--- src/rtl/timekeeper_hms.sv ---
// timekeeper_hms
//
// Hours/minutes/seconds/sub-second time base. Counts one sub-second unit per
// kh_clk cycle, keeps the hour internally in 24-hour form, and presents it in
// 12- or 24-hour form on disp_time. Accepts DST hour adjustments and a
// valid/ready time-load port.
//
// Ports
//   kh_clk      in   tick clock
//   reset_n     in   asynchronous active-low reset
//   run         in   1 = counting advances, 0 = counters hold
//   mode_24     in   1 = 24-hour display, 0 = 12-hour display
//   spring_fwd  in   single-cycle request: hour + 1
//   fall_back   in   single-cycle request: hour - 1 (once per day)
//   set_valid   in   time-load request
//   set_time    in   {hr[16:12], min[11:6], sec[5:0]}, 24-hour form
//   set_ready   out  block can accept a load
//   set_err     out  one-cycle pulse after a rejected load
//   disp_time   out  {hr(5), min(6), sec(6), sub(SUB_W)}
//   pm          out  internal hour >= 12
//   sec_pulse   out  one cycle high after each sub-second wrap
//   day_pulse   out  one cycle high after the 23:59:59 -> 00:00:00 wrap
module timekeeper_hms #(
  parameter int TICKS_PER_SEC = 1000,
  parameter int SUB_W         = $clog2(TICKS_PER_SEC)
) (
  input  logic              kh_clk,
  input  logic              reset_n,
  input  logic              run,
  input  logic              mode_24,
  input  logic              spring_fwd,
  input  logic              fall_back,
  input  logic              set_valid,
  input  logic [16:0]       set_time,
  output logic              set_ready,
  output logic              set_err,
  output logic [16+SUB_W:0] disp_time,
  output logic              pm,
  output logic              sec_pulse,
  output logic              day_pulse
);

  localparam logic [SUB_W-1:0] SUB_LAST = SUB_W'(TICKS_PER_SEC - 1);

  typedef enum logic {IDLE, BUSY} set_state_t;

  set_state_t       state, state_next;
  logic [4:0]       hr24, hr24_next;
  logic [5:0]       mn, mn_next;
  logic [5:0]       sc, sc_next;
  logic [SUB_W-1:0] sub, sub_next;
  logic             fb_done, fb_done_next;
  logic             armed;

  logic       xfer, set_bad, load, tick;
  logic       sub_wrap, sec_wrap, min_wrap, day_wrap;
  logic [4:0] hr_tick;
  logic       fb_tick, dst_fwd, dst_back;
  logic [4:0] set_hr;
  logic [5:0] set_min, set_sec;

  assign set_hr  = set_time[16:12];
  assign set_min = set_time[11:6];
  assign set_sec = set_time[5:0];

  assign set_ready = (state == IDLE);
  assign xfer      = set_valid && set_ready;
  assign set_bad   = (set_hr > 5'd23) || (set_min > 6'd59) || (set_sec > 6'd59);
  assign load      = xfer && !set_bad;

  // Ticking waits one edge after reset release so the release is synchronised.
  assign tick     = run && armed;
  assign sub_wrap = tick && (sub == SUB_LAST);
  assign sec_wrap = sub_wrap && (sc == 6'd59);
  assign min_wrap = sec_wrap && (mn == 6'd59);
  assign day_wrap = min_wrap && (hr24 == 5'd23);

  // NOTE: every always_comb output gets a default first so no path leaves a
  // signal unassigned; that is what keeps latches out.
  always_comb begin
    sub_next     = sub;
    sc_next      = sc;
    mn_next      = mn;
    hr_tick      = hr24;
    fb_tick      = fb_done;
    dst_fwd      = 1'b0;
    dst_back     = 1'b0;
    hr24_next    = hr24;
    fb_done_next = fb_done;

    if (tick) sub_next = sub_wrap ? '0 : sub + 1'b1;
    if (sub_wrap) sc_next = sec_wrap ? 6'd0 : sc + 6'd1;
    if (sec_wrap) mn_next = min_wrap ? 6'd0 : mn + 6'd1;
    if (min_wrap) hr_tick = day_wrap ? 5'd0 : hr24 + 5'd1;
    if (day_wrap) fb_tick = 1'b0;

    // DST adjusts the post-tick hour; simultaneous requests cancel.
    dst_fwd  = spring_fwd && !fall_back;
    dst_back = fall_back && !spring_fwd && !fb_tick;
    if (dst_fwd)       hr24_next = (hr_tick == 5'd23) ? 5'd0 : hr_tick + 5'd1;
    else if (dst_back) hr24_next = (hr_tick == 5'd0) ? 5'd23 : hr_tick - 5'd1;
    else               hr24_next = hr_tick;
    fb_done_next = fb_tick || dst_back;

    // An accepted load overrides both DST and the tick.
    if (load) begin
      hr24_next    = set_hr;
      mn_next      = set_min;
      sc_next      = set_sec;
      sub_next     = '0;
      fb_done_next = 1'b0;
    end
  end

  always_comb begin
    state_next = state;
    case (state)
      IDLE:    if (xfer) state_next = BUSY;
      BUSY:    state_next = IDLE;
      default: state_next = IDLE;
    endcase
  end

  // NOTE: sequential state uses non-blocking assignments so every register
  // samples the pre-edge values regardless of statement order.
  always_ff @(posedge kh_clk or negedge reset_n) begin
    if (!reset_n) begin
      state     <= IDLE;
      hr24      <= '0;
      mn        <= '0;
      sc        <= '0;
      sub       <= '0;
      fb_done   <= 1'b0;
      armed     <= 1'b0;
      set_err   <= 1'b0;
      sec_pulse <= 1'b0;
      day_pulse <= 1'b0;
    end else begin
      state     <= state_next;
      hr24      <= hr24_next;
      mn        <= mn_next;
      sc        <= sc_next;
      sub       <= sub_next;
      fb_done   <= fb_done_next;
      armed     <= 1'b1;
      set_err   <= xfer && set_bad;
      sec_pulse <= sub_wrap && !load;
      day_pulse <= day_wrap && !load;
    end
  end

  // Display hour: 12-hour form maps 0 and 12 to 12, otherwise hr24 mod 12.
  logic [4:0] disp_hr;
  always_comb begin
    disp_hr = hr24;
    if (!mode_24) begin
      if (hr24 == 5'd0 || hr24 == 5'd12) disp_hr = 5'd12;
      else if (hr24 > 5'd12)              disp_hr = hr24 - 5'd12;
      else                                disp_hr = hr24;
    end
  end

  assign disp_time = {disp_hr, mn, sc, sub};
  assign pm        = (hr24 >= 5'd12);

endmodule

--- config.mk ---
export PLATFORM = sky130hd
export DESIGN_NAME = timekeeper_hms
export DESIGN_NICKNAME = d
export VERILOG_FILES = /design/src/rtl/timekeeper_hms.sv
export SDC_FILE = /design/constraint.sdc
export NUM_CORES = 1
export LEC_CHECK = 0
export ABC_CLOCK_PERIOD_IN_PS = 2700
export CORE_MARGIN = 2
export CORE_UTILIZATION = 46
export CTS_BUF_LIST = sky130_fd_sc_hd__clkbuf_2
export DETAILED_ROUTE_END_ITERATION = 7
export PLACE_DENSITY = 0.8
export SETUP_SLACK_MARGIN = 0.15
export SLEW_MARGIN = 20
export SYNTH_ARGS = -nofsm -noshare
export SYNTH_HDL_FRONTEND = slang
export SYNTH_SLANG_ARGS = --single-unit
--- constraint.sdc ---
create_clock -name kh_clk -period 2.7 [get_ports kh_clk]
set_clock_uncertainty 0.2 [all_clocks]
set_input_delay 0.405 -clock kh_clk [delete_from_list [all_inputs] [get_ports kh_clk]]
set_output_delay 0.405 -clock kh_clk [all_outputs]
set_load 0.05 [all_outputs]
---- Word level (Yosys, flattened, before mapping) ----
Cells that the tools add are included.
storage, ports and cells
  register bits ........................... 33
cells by class
  reduce and logical (&&, ||, !) cells .... 27
  bitwise gates (word level) .............. 1
  add/sub/neg operators ................... 7
  magnitude comparators ................... 5
  mux-type cells .......................... 23
  eq/ne operators ......................... 6
operators with widths
  kind                                                                count
  two-way mux 5 bit                                                   10
  two-way mux 6 bit                                                   6
  two-way mux 10 bit                                                  3
  logical AND 1 bit                                                   13
  adder 6 x 1 -> 6 bit (second input constant)                        2
  == test 6 bit (second input constant)                               2
  > comparator 6 bit (second input constant)                          2
  adder 10 x 1 -> 10 bit (second input constant)                      1
  adder 5 x 1 -> 5 bit (second input constant)                        2
  == test 10 bit (second input constant)                              1
  == test 5 bit (second input constant)                               2
  zero test 5 bit                                                     2
  nonzero test 2 bit                                                  3
  == test 5 x 4 -> 1 bit (second input constant)                      1
  greater-or-equal comparator 5 x 4 -> 1 bit (second input constant)  1
  > comparator 5 x 4 -> 1 bit (second input constant)                 1
  > comparator 5 bit (second input constant)                          1
  zero test 1 bit                                                     5
  subtractor 5 x 1 -> 5 bit (second input constant)                   1
  subtractor 5 x 4 -> 5 bit (second input constant)                   1
  logical OR 1 bit                                                    4
  two-way mux 1 bit                                                   3
  case mux 1 bit (2 select lines)                                     1
  inverter 1 bit                                                      1

---- Longest topological paths before layout ----
Gate-level depths: netlist of run 1.
  word-level depth ........................ 12
  depth in mapped cells ................... 11
  depth with buffers taken out ............ 11

---- Worst setup path after synthesis of run 1 ----
OpenSTA, ideal clock, no wires.
  path kind ............................... register to register
  start point ............................. register sub[0]
  end point ............................... register hr24[3]
  library setup time ...................... 0.087 ns
  path buffers ............................ 1
  period minus slack after synthesis ...... 3.230 ns
  path slack .............................. -0.530 ns
  cell stages (with the launch flop) ...... 10
  data arrival time ....................... 2.943 ns
  required time ........................... 2.413 ns
  cell sequence ........................... dfrtp_1 -> ha_1 -> nand3_1 -> or4_4 -> buf_6 -> or3_4 -> mux2i_4 -> a2111oi_0 -> nor4bb_1 -> a211oi_2
between the ends
  word-level cells in the longest chain between the ends .. 12
ends and longest elaborated chain
  element                                                       line  text
  from (decl)                                                   51    logic [SUB_W-1:0] sub, sub_next;
  from (signal assigned)                                        143   sub <= sub_next;
  == test 10 bit *                                              73    assign sub_wrap = tick && (sub == SUB_LAST);
  logical AND 1 bit *                                           73
  logical AND 1 bit *                                           74    assign sec_wrap = sub_wrap && (sc == 6'd59);
  logical AND 1 bit *                                           75    assign min_wrap = sec_wrap && (mn == 6'd59);
  logical AND 1 bit                                             76    assign day_wrap = min_wrap && (hr24 == 5'd23);
  two-way mux 5 bit (2 in series)                               94    if (min_wrap) hr_tick = day_wrap ? 5'd0 : hr24 + 5'd1;
  subtractor 5 x 1 -> 5 bit or zero test 5 bit (tied branches)  101   else if (dst_back) hr24_next = (hr_tick == 5'd0) ? 5'd23 : hr_tick - 5'd1;
  two-way mux 5 bit (2 in series)                               101
  two-way mux 5 bit *                                           100   if (dst_fwd) hr24_next = (hr_tick == 5'd23) ? 5'd0 : hr_tick + 5'd1;
  two-way mux 5 bit *                                           106   if (load) begin
  via hr24_next[3]                                              48    logic [4:0] hr24, hr24_next;
  to (signal assigned)                                          140   hr24 <= hr24_next;
  to (decl)                                                     48
The timed path passes the listed nets; every way through them passes the cells marked *.
A chain may end at the register's enable or synchronous reset.

---- Worst setup path after layout of run 1 ----
  start point ............................. register sub[4]
  end point ............................... register hr24[0]
Same word-level chain as after synthesis.

==> tab_implementation.tex, run 1 <==
\begin{tabular}{lr}
\hline
Metric & Value \\
\hline
\multicolumn{2}{l}{\textbf{Clock network}} \\
\quad Clock latency reported for the late side of the worst-skew pair & 0.39 ns \\
\quad CTS tree & yes \\
\quad Clock Pin Slew Worst Setup and Hold Paths & 0.20 ns \\
\quad Num Clock Sinks & 33 \\
\quad Buffers from clock root to sink, at most & 2 \\
\quad CTS buffer count & 5 \\
\quad Root Driver & sky130\_fd\_sc\_hd\_\_clkbuf\_2 \\
\quad Hold buffer count at cts & 0 \\
\quad Level count of the clock H-tree & 2 \\
\multicolumn{2}{l}{\textbf{Global route}} \\
\quad Global router's overall resource usage & 0.2620 \\
\quad Pin count of the biggest net entering global routing & 34 \\
\quad First-pass GRT wire length & 11010 microns \\
\quad GRT overflow & 0 \\
\quad Number of global-route vias before repair & 2359 \\
\quad Number of antenna violations at the first check in global routing & 0 \\
\multicolumn{2}{l}{\textbf{Worst setup path}} \\
\quad Stage delay of the slowest cell on the critical path & 0.48 ns \\
\quad Data arrival at the endpoint of the critical path & 2.89 ns \\
\quad Max FO, Critical Path & 5 \\
\quad Kind of cell adding the most delay to the critical path & simple AND/OR/NAND/NOR gates \\
\quad Worst Path Class, Setup & register to register \\
\quad Critical Path Slowest Stage Cell & sky130\_fd\_sc\_hd\_\_or4\_4 \\
\quad Worst-path cell chain & nand4bb\_4 > or4\_4 > or3\_4 > mux2i\_4 > nor2\_2 > buf\_4 > a211o\_1 > a21oi\_2 \\
\quad R2r startpoint & sub[4]\$\_DFFE\_PN0P\_ \\
\quad Startpoint kind of the worst setup timing path & register \\
\quad Crit path buffers/inverters & 1 \\
\quad Type of element capturing the critical path & register \\
\quad Data required time of the critical path & 2.82 ns \\
\quad Launch point of the worst path & sub[4]\$\_DFFE\_PN0P\_ \\
\multicolumn{2}{l}{\textbf{Placed design}} \\
\quad Post-Place Setup Slack & -0.4684 ns \\
\quad Post-DP HPWL & 4811 microns \\
\quad Global placer's final weighted congestion & 0.8754 \\
\quad Quantity of I/O buffers inserted on ports & 55 \\
\quad \# placed instances & 408 \\
\multicolumn{2}{l}{\textbf{Finish}} \\
\quad Final std cells w/o fill & 438 \\
\quad P\&R area growth vs syn & 64.21\% \\
\quad Footprint of the flip-flops and latches & 843.3 sq um \\
\quad Antenna diode count & 0 \\
\quad Utilization after layout & 0.7829 \\
\quad Layout filler cell count & 302 \\
\quad Number of nets in the finished design & 416 \\
\quad Layout cell share with drive strength beyond 1 & 0.3359 \\
\quad Multi-input gate area in the final layout & 1585 sq um \\
\multicolumn{2}{l}{\textbf{Logic synthesis}} \\
\quad Most common cell in the synthesized netlist & sky130\_fd\_sc\_hd\_\_dfrtp\_1 \\
\quad Cell accounting for the most synthesized area & sky130\_fd\_sc\_hd\_\_dfrtp\_1 \\
\quad Synth cell types & 55 \\
\quad Xor/xnor share of the synthesized area & 0.03523 \\
\quad EDFF count, synth & 0 \\
\quad Synthesized-area fraction occupied by adder cells & 0.05034 \\
\quad Share of synthesized registers carrying an async set or reset & 1.000 \\
\quad Net count after synthesis & 298 \\
\quad Gate count of the mapped netlist & 265 \\
\quad Syn. warnings & 0 \\
\quad Portion of synthesized cell area occupied by the leading cell type & 0.3691 \\
\quad Post-synthesis instance area & 2237 sq um \\
\quad Most frequently used flop master after synthesis & sky130\_fd\_sc\_hd\_\_dfrtp\_1 \\
\quad Basic-gate share of the synthesized area counting and, or, nand and nor cells & 0.2880 \\
\quad Synth Area in Compound Gates & 0.1773 \\
\quad Count of state elements after synthesis & 33 \\
\quad Share of the yosys chip area belonging to registers & 0.3691 \\
\quad Commonest cells in the netlist & 33 x sky130\_fd\_sc\_hd\_\_dfrtp\_1, 32 x sky130\_fd\_sc\_hd\_\_nor2\_1, 29 x sky130\_fd\_sc\_hd\_\_nand2\_1 \\
\quad Largest family of logic cells by synthesized area & simple AND/OR/NAND/NOR gates \\
\quad Post-synthesis area per instance & 8.442 sq um \\
\quad Biggest area contributors in the synthesized netlist & sky130\_fd\_sc\_hd\_\_dfrtp\_1 37\%, sky130\_fd\_sc\_hd\_\_nor2\_1 5.4\%, sky130\_fd\_sc\_hd\_\_ha\_1 5.0\% \\
\quad Share of synthesized area spent on multiplexers & 0.04642 \\
\multicolumn{2}{l}{\textbf{Floorplanning}} \\
\quad Die area & 5437 sq um \\
\quad Top-level I/O count & 56 \\
\quad Horizontal extent of the die & 73.74 microns \\
\quad Count of standard-cell rows & 25 \\
\quad Die Y & 73.74 microns \\
\quad Core outline area & 4692 sq um \\
\quad Effective utilization at floorplan & 0.4768 \\
\multicolumn{2}{l}{\textbf{STA}} \\
\quad Worst hold margin & 0.1911 ns \\
\quad Portion of the clock cycle consumed by the worst path in the final layout & 1.026 \\
\quad Final-report max-slew violation count & 0 \\
\quad Final setup violating endpoints & 3 \\
\quad Accumulated negative setup slack & -0.1666 ns \\
\quad Achievable clock frequency & 360.8 MHz \\
\quad Final worst setup slack & -0.07145 ns \\
\quad RSZ-0062 raised after global routing & yes \\
\quad Final hold violation count & 0 \\
\quad Actual transition at the worst max-transition pin & 0.6181 ns \\
\quad Worst slew margin & 0.5871 \\
\quad Min cycle time layout & 2.771 ns \\
\multicolumn{2}{l}{\textbf{Route}} \\
\quad Per-cell routed wire length & 16.62 microns \\
\quad Pre-Repair DR Iteration Count & 4 \\
\quad Final ANT Viol Nets & 0 \\
\quad Count of vias placed by the detailed router & 2525 \\
\quad Via-to-Cell Ratio & 5.765 \\
\quad Routed Wire Length & 7278 microns \\
\quad 1st-iter DRT viols & 206 \\
\quad Drt drc & 0 \\
\multicolumn{2}{l}{\textbf{Pwr}} \\
\quad Maximum vdd ir drop & 0.4545 mV \\
\quad Leak Pwr & 1.521 nW \\
\quad P per Cell Area & 669.8 nW/um\^{}2 \\
\multicolumn{2}{l}{\textbf{Run status}} \\
\quad Violated checks & negative setup slack \\
\quad Result of the run & finished, violations left \\
\multicolumn{2}{l}{\textbf{Flow run}} \\
\quad Max-cap violation count & 0 \\
\multicolumn{2}{l}{\textbf{Hold path}} \\
\quad Class of the tightest hold or removal check & primary input to asynchronous set/reset pin \\
\hline
\end{tabular}
## layer usage
metal	part of all wire	global-route usage
met5	0	0
met4	0.024	0.07677
met3	0.055	0.03978
met2	0.52	0.4484
met1	0.40	0.3414
## layout by cell type, fill, tap and decap left out, types with 3 or more instances in the layout
master / instances
sky130_fd_sc_hd__nor2b_1: 5
sky130_fd_sc_hd__a211oi_1: 3
sky130_fd_sc_hd__a21oi_1: 14
sky130_fd_sc_hd__buf_6: 6
sky130_fd_sc_hd__xor2_1: 3
sky130_fd_sc_hd__xnor2_1: 5
sky130_fd_sc_hd__dfrtp_1: 19
sky130_fd_sc_hd__nor2_1: 31
sky130_fd_sc_hd__and2_1: 7
sky130_fd_sc_hd__nand4_1: 7
sky130_fd_sc_hd__ha_4: 5
sky130_fd_sc_hd__nand2_1: 27
sky130_fd_sc_hd__nand3_1: 12
sky130_fd_sc_hd__mux2i_1: 6
sky130_fd_sc_hd__a21oi_2: 3
sky130_fd_sc_hd__ha_1: 3
sky130_fd_sc_hd__clkbuf_2: 5
sky130_fd_sc_hd__inv_1: 8
sky130_fd_sc_hd__dfrtp_2: 14
sky130_fd_sc_hd__a31oi_1: 6
sky130_fd_sc_hd__o211ai_1: 3
sky130_fd_sc_hd__o21ai_0: 18
sky130_fd_sc_hd__buf_12: 4
sky130_fd_sc_hd__clkdlybuf4s50_1: 48
sky130_fd_sc_hd__and3_1: 4
sky130_fd_sc_hd__nor3_1: 4
sky130_fd_sc_hd__buf_4: 58
## final timing paths
check                           cells past startpoint                 end  slack [ns]
worst max-delay path                                8   hr24[0]$_DFF_PN0_       -0.07
worst min-delay path                                2  sub[9]$_DFFE_PN0P_        0.19
min in group kh_clk                                 1     state$_DFF_PN0_        0.34
max in group asynchronous                           2   hr24[0]$_DFF_PN0_        1.74
worst min register to register                      1     state$_DFF_PN0_        0.34
worst max register to register                      8   hr24[0]$_DFF_PN0_       -0.07
## power breakdown
| group | switching, mW | internal [mW] | total, mW | leakage, nW |
|---|---|---|---|---|
| sequential | 0.0871 | 0.567 | 0.654 | 0.390 |
| combinational | 0.834 | 0.730 | 1.56 | 1.10 |
| clock | 0.182 | 0.0604 | 0.242 | 0.0287 |
## kinds of logic after synthesis
group | after synthesis
compound gates | 62
xor+xnor | 9
fa+ha+maj | 9
buf+inv | 17
flops | 33
mux | 9
other cells | 1
simple gates | 125
## layout make-up
type                       instances  share of cell area
clock buffer                       5            0.006812
multi-input combinational        215              0.4315
sequential                        33              0.2296
clock inverter                     3            0.004768
timing repair buffer             118              0.2987
tap                               54             0.01839
inverter                          10             0.01022
## worst reg2reg max path: cells and delay by family, from the launching register on
kind	cells	cell delay, ns
AOI/OAI and AO/OA	2	0.41
DFF	1	0.45
muxes	1	0.31
buffers and inverters	1	0.14
and+or+nand+nor	4	1.19
## flip-flops by register name, summed over array words and instances (netlist names)
name       flops
mn             6
sub           10
fb_done        1
sc             6
state          1
day_pulse      1
set_err        1
armed          1
sec_pulse      1
hr24           5
## per-stage QoR
stage / power [mW] / cell area [sq um]
2_1_floorplan: 1.388 / 2300
3_3_place_gp: 1.893 / 3244
3_5_place_dp: 1.918 / 3244
4_1_cts: 2.275 / 3495
5_1_grt: 2.587 / 3674
6_report: 2.461 / 3674
## repair_timing
item,4_1_cts,5_1_grt
resized for setup,22,23
setup endpoints to repair,7,10
buffers inserted,11,11
pin swaps,13,14
Note: power is estimated with default switching activity, not from simulation.
==> inputs of run 2 (changes only) <==
--- a/config.mk
+++ b/config.mk
@@ -5,12 +5,12 @@
 export SDC_FILE = /design/constraint.sdc
 export NUM_CORES = 1
 export LEC_CHECK = 0
-export ABC_CLOCK_PERIOD_IN_PS = 2700
+export ABC_CLOCK_PERIOD_IN_PS = 3400
 export CORE_MARGIN = 2
-export CORE_UTILIZATION = 46
-export CTS_BUF_LIST = sky130_fd_sc_hd__clkbuf_2
+export CORE_UTILIZATION = 54
+export CTS_BUF_LIST = sky130_fd_sc_hd__clkbuf_4 sky130_fd_sc_hd__clkbuf_8
 export DETAILED_ROUTE_END_ITERATION = 7
-export PLACE_DENSITY = 0.8
+export PLACE_DENSITY = 0.89
 export SETUP_SLACK_MARGIN = 0.15
 export SLEW_MARGIN = 20
 export SYNTH_ARGS = -nofsm -noshare
==> constraint.sdc (replaced) <==
create_clock -name kh_clk -period 3.4 [get_ports kh_clk]
set_clock_uncertainty 0.2 [all_clocks]
set_input_delay 0.51 -clock kh_clk [delete_from_list [all_inputs] [get_ports kh_clk]]
set_output_delay 0.51 -clock kh_clk [all_outputs]
set_load 0.05 [all_outputs]
==> run 2 against run 1 <==
Sequential power fell by 17%; global-route usage rose by 1.5 points; power fell by 27%; final area fell by 17%; via count fell by 9.4%; utilization fell by 2.0 points; the run now ends clean; critical path type is now primary input to register; non-clock buffer count fell by 52; critical path depth did not move; register-to-register slack improved by 0.48 ns; count of clock-buffer cells in the layout did not move.
==> tab_implementation.tex, run 2 (synthesis gave the netlist of run 1 again) <==
\begin{tabular}{lr}
\hline
Metric & Value \\
\hline
\multicolumn{2}{l}{\textbf{Worst setup path}} \\
\quad Worst setup path endpoint & hr24[3]\$\_DFF\_PN0\_ \\
\quad Stage delay of the slowest cell on the critical path & 0.59 ns \\
\quad Logic depth of the worst register-to-register path & 8 \\
\quad Endpoint of the worst-slack reg-to-reg timing path & hr24[3]\$\_DFF\_PN0\_ \\
\quad Max FO, Critical Path & 10 \\
\quad Critical Path Slowest Stage Cell & sky130\_fd\_sc\_hd\_\_or4\_4 \\
\quad Register-to-register setup slack & 0.41 ns \\
\quad R2r startpoint & sub[0]\$\_DFFE\_PN0P\_ \\
\quad Launch point of the worst path & run \\
\quad Worst Path Class, Setup & primary input to register \\
\quad Data required time of the critical path & 3.41 ns \\
\quad Data arrival at the endpoint of the critical path & 3.08 ns \\
\quad Worst-path cell chain & clkdlybuf4s50\_1 > nand3\_1 > or4\_4 > or3\_4 > mux2i\_4 > a2111oi\_0 > nor4bb\_1 > a211oi\_2 \\
\quad Type of element capturing the critical path & register \\
\quad Startpoint kind of the worst setup timing path & primary input \\
\multicolumn{2}{l}{\textbf{Global route}} \\
\quad Number of global-route vias before repair & 2146 \\
\quad Pin count of the biggest net entering global routing & 34 \\
\quad Global router's overall resource usage & 0.2772 \\
\quad Number of antenna violations at the first check in global routing & 0 \\
\quad First-pass GRT wire length & 9528 microns \\
\quad GRT overflow & 0 \\
\multicolumn{2}{l}{\textbf{Route}} \\
\quad Count of vias placed by the detailed router & 2288 \\
\quad Drt drc & 0 \\
\quad 1st-iter DRT viols & 131 \\
\quad Met3 WL & 326 microns \\
\quad Per-cell routed wire length & 15.46 microns \\
\quad Routed length on met1 & 2470 microns \\
\quad Final ANT Viol Nets & 0 \\
\quad Pre-Repair DR Iteration Count & 5 \\
\quad Routed Wire Length & 5906 microns \\
\quad Routed length on met2 & 2965 microns \\
\quad Highest metal layer used by the detailed router & met4 \\
\quad Via-to-Cell Ratio & 5.990 \\
\multicolumn{2}{l}{\textbf{Clock network}} \\
\quad Hold buffer count at cts & 0 \\
\quad Level count of the clock H-tree & 2 \\
\quad Root Driver & sky130\_fd\_sc\_hd\_\_clkbuf\_8 \\
\quad CTS tree & yes \\
\quad Clock latency reported for the late side of the worst-skew pair & 0.29 ns \\
\quad Setup Buffers After CTS & 0 \\
\quad CTS buffer count & 5 \\
\quad Clock Pin Slew Worst Setup and Hold Paths & 0.07 ns \\
\quad Buffers from clock root to sink, at most & 2 \\
\quad Num Clock Sinks & 33 \\
\multicolumn{2}{l}{\textbf{Hold path}} \\
\quad Class of the tightest hold or removal check & register to register \\
\multicolumn{2}{l}{\textbf{STA}} \\
\quad RSZ-0062 raised after global routing & no \\
\quad Final setup violating endpoints & 0 \\
\quad Final hold violation count & 0 \\
\quad Final-report max-slew violation count & 0 \\
\quad Achievable clock frequency & 326.1 MHz \\
\quad Min cycle time layout & 3.067 ns \\
\quad Accumulated negative setup slack & 0 ns \\
\quad Worst slew margin & 0.6509 \\
\quad Actual transition at the worst max-transition pin & 0.5219 ns \\
\quad Portion of the clock cycle consumed by the worst path in the final layout & 0.9020 \\
\quad Final worst setup slack & 0.3331 ns \\
\multicolumn{2}{l}{\textbf{Finish}} \\
\quad Number of nets in the finished design & 364 \\
\quad Leading cell type in the layout, fill and taps excluded & sky130\_fd\_sc\_hd\_\_clkdlybuf4s50\_1 \\
\quad Footprint of the flip-flops and latches & 825.8 sq um \\
\quad Largest register FFs & 10 \\
\quad Commonest non-fill, non-tap cells in the layout & 50 x sky130\_fd\_sc\_hd\_\_clkdlybuf4s50\_1, 33 x sky130\_fd\_sc\_hd\_\_dfrtp\_1, 32 x sky130\_fd\_sc\_hd\_\_nor2\_1 \\
\quad Largest registers & sub (10), mn (6), sc (6) \\
\quad Largest Register & sub \\
\quad Multi-input gate area in the final layout & 1345 sq um \\
\quad Antenna diode count & 0 \\
\quad Layout cell share with drive strength beyond 1 & 0.09036 \\
\quad Layout filler cell count & 279 \\
\quad P\&R area growth vs syn & 36.35\% \\
\multicolumn{2}{l}{\textbf{Placed design}} \\
\quad Quantity of I/O buffers inserted on ports & 55 \\
\quad Post-Place Setup Slack & 0.02094 ns \\
\quad Global placer's final weighted congestion & 0.9185 \\
\quad Post-DP HPWL & 4336 microns \\
\multicolumn{2}{l}{\textbf{Run status}} \\
\quad Result of the run & finished, final reports clean \\
\multicolumn{2}{l}{\textbf{Pwr}} \\
\quad Leak Pwr & 1.294 nW \\
\quad P per Cell Area & 589.3 nW/um\^{}2 \\
\quad Maximum vdd ir drop & 0.3937 mV \\
\multicolumn{2}{l}{\textbf{Floorplanning}} \\
\quad Count of standard-cell rows & 23 \\
\quad Core outline area & 4000 sq um \\
\quad Die area & 4674 sq um \\
\quad Top-level I/O count & 56 \\
\quad Die Y & 68.37 microns \\
\quad Horizontal extent of the die & 68.37 microns \\
\quad Effective utilization at floorplan & 0.5593 \\
\multicolumn{2}{l}{\textbf{Flow run}} \\
\quad Max-cap violation count & 0 \\
\hline
\end{tabular}
[run 2: changes by cell type in the layout (fill, tap and decap cells not counted), sizes merged]
cell | previous run | this run
clkinv | 2 | 1
bufinv | 0 | 2
clkdlybuf4s50 | 48 | 50
clkbuf | 6 | 5
dlygate4sd2 | 1 | 0
buf | 68 | 11
clkinvlp | 1 | 0
dlymetal6s2s | 0 | 5
[run 2: cell type report]
type,instances,area share
flip-flops and latches,33,0.2707
clock inverters,3,0.02133
multi-input cells,215,0.4409
well taps,50,0.02051
repair buffers,66,0.2116
inverters,10,0.01231
clock buffers,5,0.02256
[run 2: per-stage QoR]
stage	total power, mW	std cells	utilization	hold slack, ns	cell area [sq um]
2_1_floorplan	1.081	265	-	0.01441	2237
3_3_place_gp	1.337	374	0.7260	0.3028	2904
3_5_place_dp	1.355	374	0.7260	0.3292	2904
4_1_cts	1.804	382	0.7595	0.3409	3038
5_1_grt	1.899	382	0.7626	0.3727	3050
6_report	1.798	382	0.7626	0.3497	3050
[run 2: timing repair]
action / 4_1_cts / 5_1_grt
gates resized for setup: 0 / 5
hold endpoints to repair: 0 / 0
endpoints found under the setup margin: 0 / 5
[run 2: worst min-delay path by stage]
stage | startpoint | end | slack, ns | depth (start not counted)
finish | state$_DFF_PN0_ | state$_DFF_PN0_ | 0.35 | 1
global placement | state$_DFF_PN0_ | state$_DFF_PN0_ | 0.30 | 1
global route | state$_DFF_PN0_ | state$_DFF_PN0_ | 0.37 | 1
detailed placement | state$_DFF_PN0_ | state$_DFF_PN0_ | 0.33 | 1
floorplan | reset_n | armed$_DFF_PN0_ | 0.01 | 0
CTS | state$_DFF_PN0_ | state$_DFF_PN0_ | 0.34 | 1
[run 2: per-layer routing]
metal	vias to the layer above	global-route usage
li1	1095	-
met1	1095	0.3396
met2	86	0.4575
met3	12	0.05921
met4	0	0.1425
met5	-	0
[run 2: worst max-delay path, delay by kind of cell]
kind / cells / cell delay [ns]
compound gates: 2 / 0.61
buf+inv: 1 / 0.47
simple gates: 4 / 1.26
mux: 1 / 0.22
[run 2: where the power goes]
group | switching [mW] | total [mW] | internal [mW]
registers | 0.0943 | 0.542 | 0.447
logic | 0.503 | 0.814 | 0.311
clock network | 0.151 | 0.442 | 0.291
==> inputs of run 3 (changes only) <==
--- a/config.mk
+++ b/config.mk
@@ -10,6 +10,7 @@
 export CORE_UTILIZATION = 54
 export CTS_BUF_LIST = sky130_fd_sc_hd__clkbuf_4 sky130_fd_sc_hd__clkbuf_8
 export DETAILED_ROUTE_END_ITERATION = 7
+export GPL_TIMING_DRIVEN = 0
 export PLACE_DENSITY = 0.89
 export SETUP_SLACK_MARGIN = 0.15
 export SLEW_MARGIN = 20
==> run 3 against run 2 <==
Fmax is 1.4% lower; first-iteration DRC count is 28% higher; count of clock-buffer cells in the layout stayed put; non-clock buffer count is 2 lower; global-route usage is 0.43 points higher; power is 0.91% higher; critical endpoint is now disp_time[26]; largest cell class unchanged; highest routed layer unchanged.
==> tab_implementation.tex, run 3 (synthesis gave the netlist of run 1 again) <==
\begin{tabular}{lr}
\hline
Metric & Value \\
\hline
\multicolumn{2}{l}{\textbf{Floorplanning}} \\
\quad Die area & 4674 sq um \\
\quad Die Y & 68.37 microns \\
\quad Horizontal extent of the die & 68.37 microns \\
\quad Effective utilization at floorplan & 0.5593 \\
\quad Top-level I/O count & 56 \\
\quad Count of standard-cell rows & 23 \\
\quad Core outline area & 4000 sq um \\
\multicolumn{2}{l}{\textbf{Clock network}} \\
\quad Clock Pin Slew Worst Setup and Hold Paths & 0.08 ns \\
\quad Level count of the clock H-tree & 2 \\
\quad Buffers from clock root to sink, at most & 2 \\
\quad CTS tree & yes \\
\quad CTS buffer count & 5 \\
\quad Clock latency reported for the late side of the worst-skew pair & 0.30 ns \\
\quad Root Driver & sky130\_fd\_sc\_hd\_\_clkbuf\_8 \\
\quad Num Clock Sinks & 33 \\
\multicolumn{2}{l}{\textbf{STA}} \\
\quad Final hold violation count & 0 \\
\quad Final worst setup slack & 0.2905 ns \\
\quad Final setup violating endpoints & 0 \\
\quad RSZ-0062 raised after global routing & no \\
\quad Worst slew margin & 0.6192 \\
\quad Achievable clock frequency & 321.6 MHz \\
\quad Final-report max-slew violation count & 0 \\
\quad Min cycle time layout & 3.110 ns \\
\quad Portion of the clock cycle consumed by the worst path in the final layout & 0.9146 \\
\quad Actual transition at the worst max-transition pin & 0.5687 ns \\
\quad Accumulated negative setup slack & 0 ns \\
\multicolumn{2}{l}{\textbf{Worst setup path}} \\
\quad Worst Path Class, Setup & register to output pin \\
\quad Data arrival at the endpoint of the critical path & 2.40 ns \\
\quad Startpoint kind of the worst setup timing path & register \\
\quad Critical Path Slowest Stage Cell & sky130\_fd\_sc\_hd\_\_clkdlybuf4s50\_1 \\
\quad Type of element capturing the critical path & output pin \\
\quad Data required time of the critical path & 2.69 ns \\
\quad Max FO, Critical Path & 8 \\
\quad Stage delay of the slowest cell on the critical path & 0.79 ns \\
\quad Worst-path cell chain & inv\_1 > ha\_1 > a211oi\_1 > nand3\_1 > nand2\_1 > clkdlybuf4s50\_1 \\
\multicolumn{2}{l}{\textbf{Placed design}} \\
\quad \# placed instances & 371 \\
\quad Global placer's final weighted congestion & 0.8858 \\
\quad Post-Place Setup Slack & -0.3155 ns \\
\quad Post-DP HPWL & 4321 microns \\
\quad Quantity of I/O buffers inserted on ports & 55 \\
\multicolumn{2}{l}{\textbf{Global route}} \\
\quad Met3 track demand over resource & 0.06250 \\
\quad Met1 track demand over resource in global routing & 0.3298 \\
\quad Number of antenna violations at the first check in global routing & 0 \\
\quad Pin count of the biggest net entering global routing & 32 \\
\quad GRT overflow & 0 \\
\quad Busiest layer in global routing & met2 \\
\quad Number of global-route vias before repair & 2171 \\
\quad Global router's overall resource usage & 0.2815 \\
\quad First-pass GRT wire length & 9646 microns \\
\quad M2 GR Usage & 0.4891 \\
\multicolumn{2}{l}{\textbf{Run status}} \\
\quad Result of the run & finished, final reports clean \\
\multicolumn{2}{l}{\textbf{Route}} \\
\quad Pre-Repair DR Iteration Count & 4 \\
\quad Final ANT Viol Nets & 0 \\
\quad Count of vias placed by the detailed router & 2299 \\
\quad Via-to-Cell Ratio & 6.050 \\
\quad Drt drc & 0 \\
\quad 1st-iter DRT viols & 168 \\
\quad Routed Wire Length & 6048 microns \\
\quad Per-cell routed wire length & 15.92 microns \\
\multicolumn{2}{l}{\textbf{Finish}} \\
\quad P\&R area growth vs syn & 37.81\% \\
\quad Largest Register & sub \\
\quad Antenna diode count & 0 \\
\quad Number of nets in the finished design & 362 \\
\quad Largest registers & sub (10), mn (6), sc (6) \\
\quad Leading cell type in the layout, fill and taps excluded & sky130\_fd\_sc\_hd\_\_clkdlybuf4s50\_1 \\
\quad Final std cells w/o fill & 380 \\
\quad Layout filler cell count & 259 \\
\quad Commonest non-fill, non-tap cells in the layout & 49 x sky130\_fd\_sc\_hd\_\_clkdlybuf4s50\_1, 33 x sky130\_fd\_sc\_hd\_\_dfrtp\_1, 32 x sky130\_fd\_sc\_hd\_\_nor2\_1 \\
\quad Layout cell share with drive strength beyond 1 & 0.07879 \\
\quad Largest register FFs & 10 \\
\multicolumn{2}{l}{\textbf{Pwr}} \\
\quad Maximum vdd ir drop & 0.5072 mV \\
\quad P per Cell Area & 588.4 nW/um\^{}2 \\
\quad Leak Pwr & 1.307 nW \\
\quad Pwr Total & 1.814 mW \\
\multicolumn{2}{l}{\textbf{Flow run}} \\
\quad Max-cap violation count & 0 \\
\multicolumn{2}{l}{\textbf{Hold path}} \\
\quad Class of the tightest hold or removal check & register to register \\
\hline
\end{tabular}
[run 3: cell count changes in the layout (fill, tap and decap cells not counted), sizes merged]
| cell | delta |
|---|---|
| clkbuf | +6 |
| buf | -8 |
| dlygate4sd3 | +1 |
| clkdlybuf4s50 | -1 |
[run 3: power breakdown]
group          switching, mW  internal [mW]
logic                  0.524          0.311
clock network          0.156          0.291
registers             0.0839          0.447
total                  0.765           1.05
[run 3: metal layers]
layer | vias to the layer above | wire length (microns)
li1 | 1086 | -
met1 | 1111 | 2496
met2 | 84 | 3066
met3 | 18 | 348
met4 | 0 | 137
met5 | - | 0
[run 3: cell type report]
type                       instances  area [sq um]  share of cell area
timing repair buffer              57         588.1              0.1907
clock inverter                     3         65.06             0.02110
buffer                             7         33.78             0.01096
sequential                        33         825.8              0.2679
inverter                          10         37.54             0.01218
clock buffer                       5         68.82             0.02232
multi-input combinational        215          1401              0.4545
tap                               50         62.56             0.02029
[run 3: repair_timing]
item | CTS | global route
endpoints found under the hold margin | 7 | 0
pin swaps | 0 | 0
hold buffers | 1 | 0
gates resized for setup | 3 | 12
endpoints found under the setup margin | 3 | 8
setup buffers | 0 | 0
[run 3: through the flow]
stage,area [sq um],utilization,hold WS (ns)
final,3083,0.7707,0.2984
after global routing,3083,0.7707,0.3196
after CTS,3023,0.7557,0.2958
after detailed placement,2865,0.7163,0.1180
after global placement,2850,0.7125,0.2762
after floorplan,2237,-,0.01441
[run 3: worst paths after layout]
| kind | depth (start not counted) | to | startpoint | slack (ns) |
|---|---|---|---|---|
| hold / removal | 1 | state$_DFF_PN0_ | state$_DFF_PN0_ | 0.30 |
| max in group asynchronous | 3 | sub[2]$_DFFE_PN0P_ | reset_n | 2.29 |
| min in group asynchronous | 2 | sc[0]$_DFFE_PN0P_ | reset_n | 0.35 |
| hold reg to reg | 1 | state$_DFF_PN0_ | state$_DFF_PN0_ | 0.30 |
| setup reg to reg | 9 | hr24[3]$_DFF_PN0_ | sub[0]$_DFFE_PN0P_ | 0.34 |
| setup / recovery | 6 | disp_time[26] | hr24[2]$_DFF_PN0_ | 0.29 |
[run 3: worst max-delay path: cells and delay by family, from the launching register on]
family          cells  cell delay (ns)
simple gates        2             0.16
fa+ha+maj           1             0.24
flops               1             0.54
buf+inv             2             0.91
compound gates      1             0.24
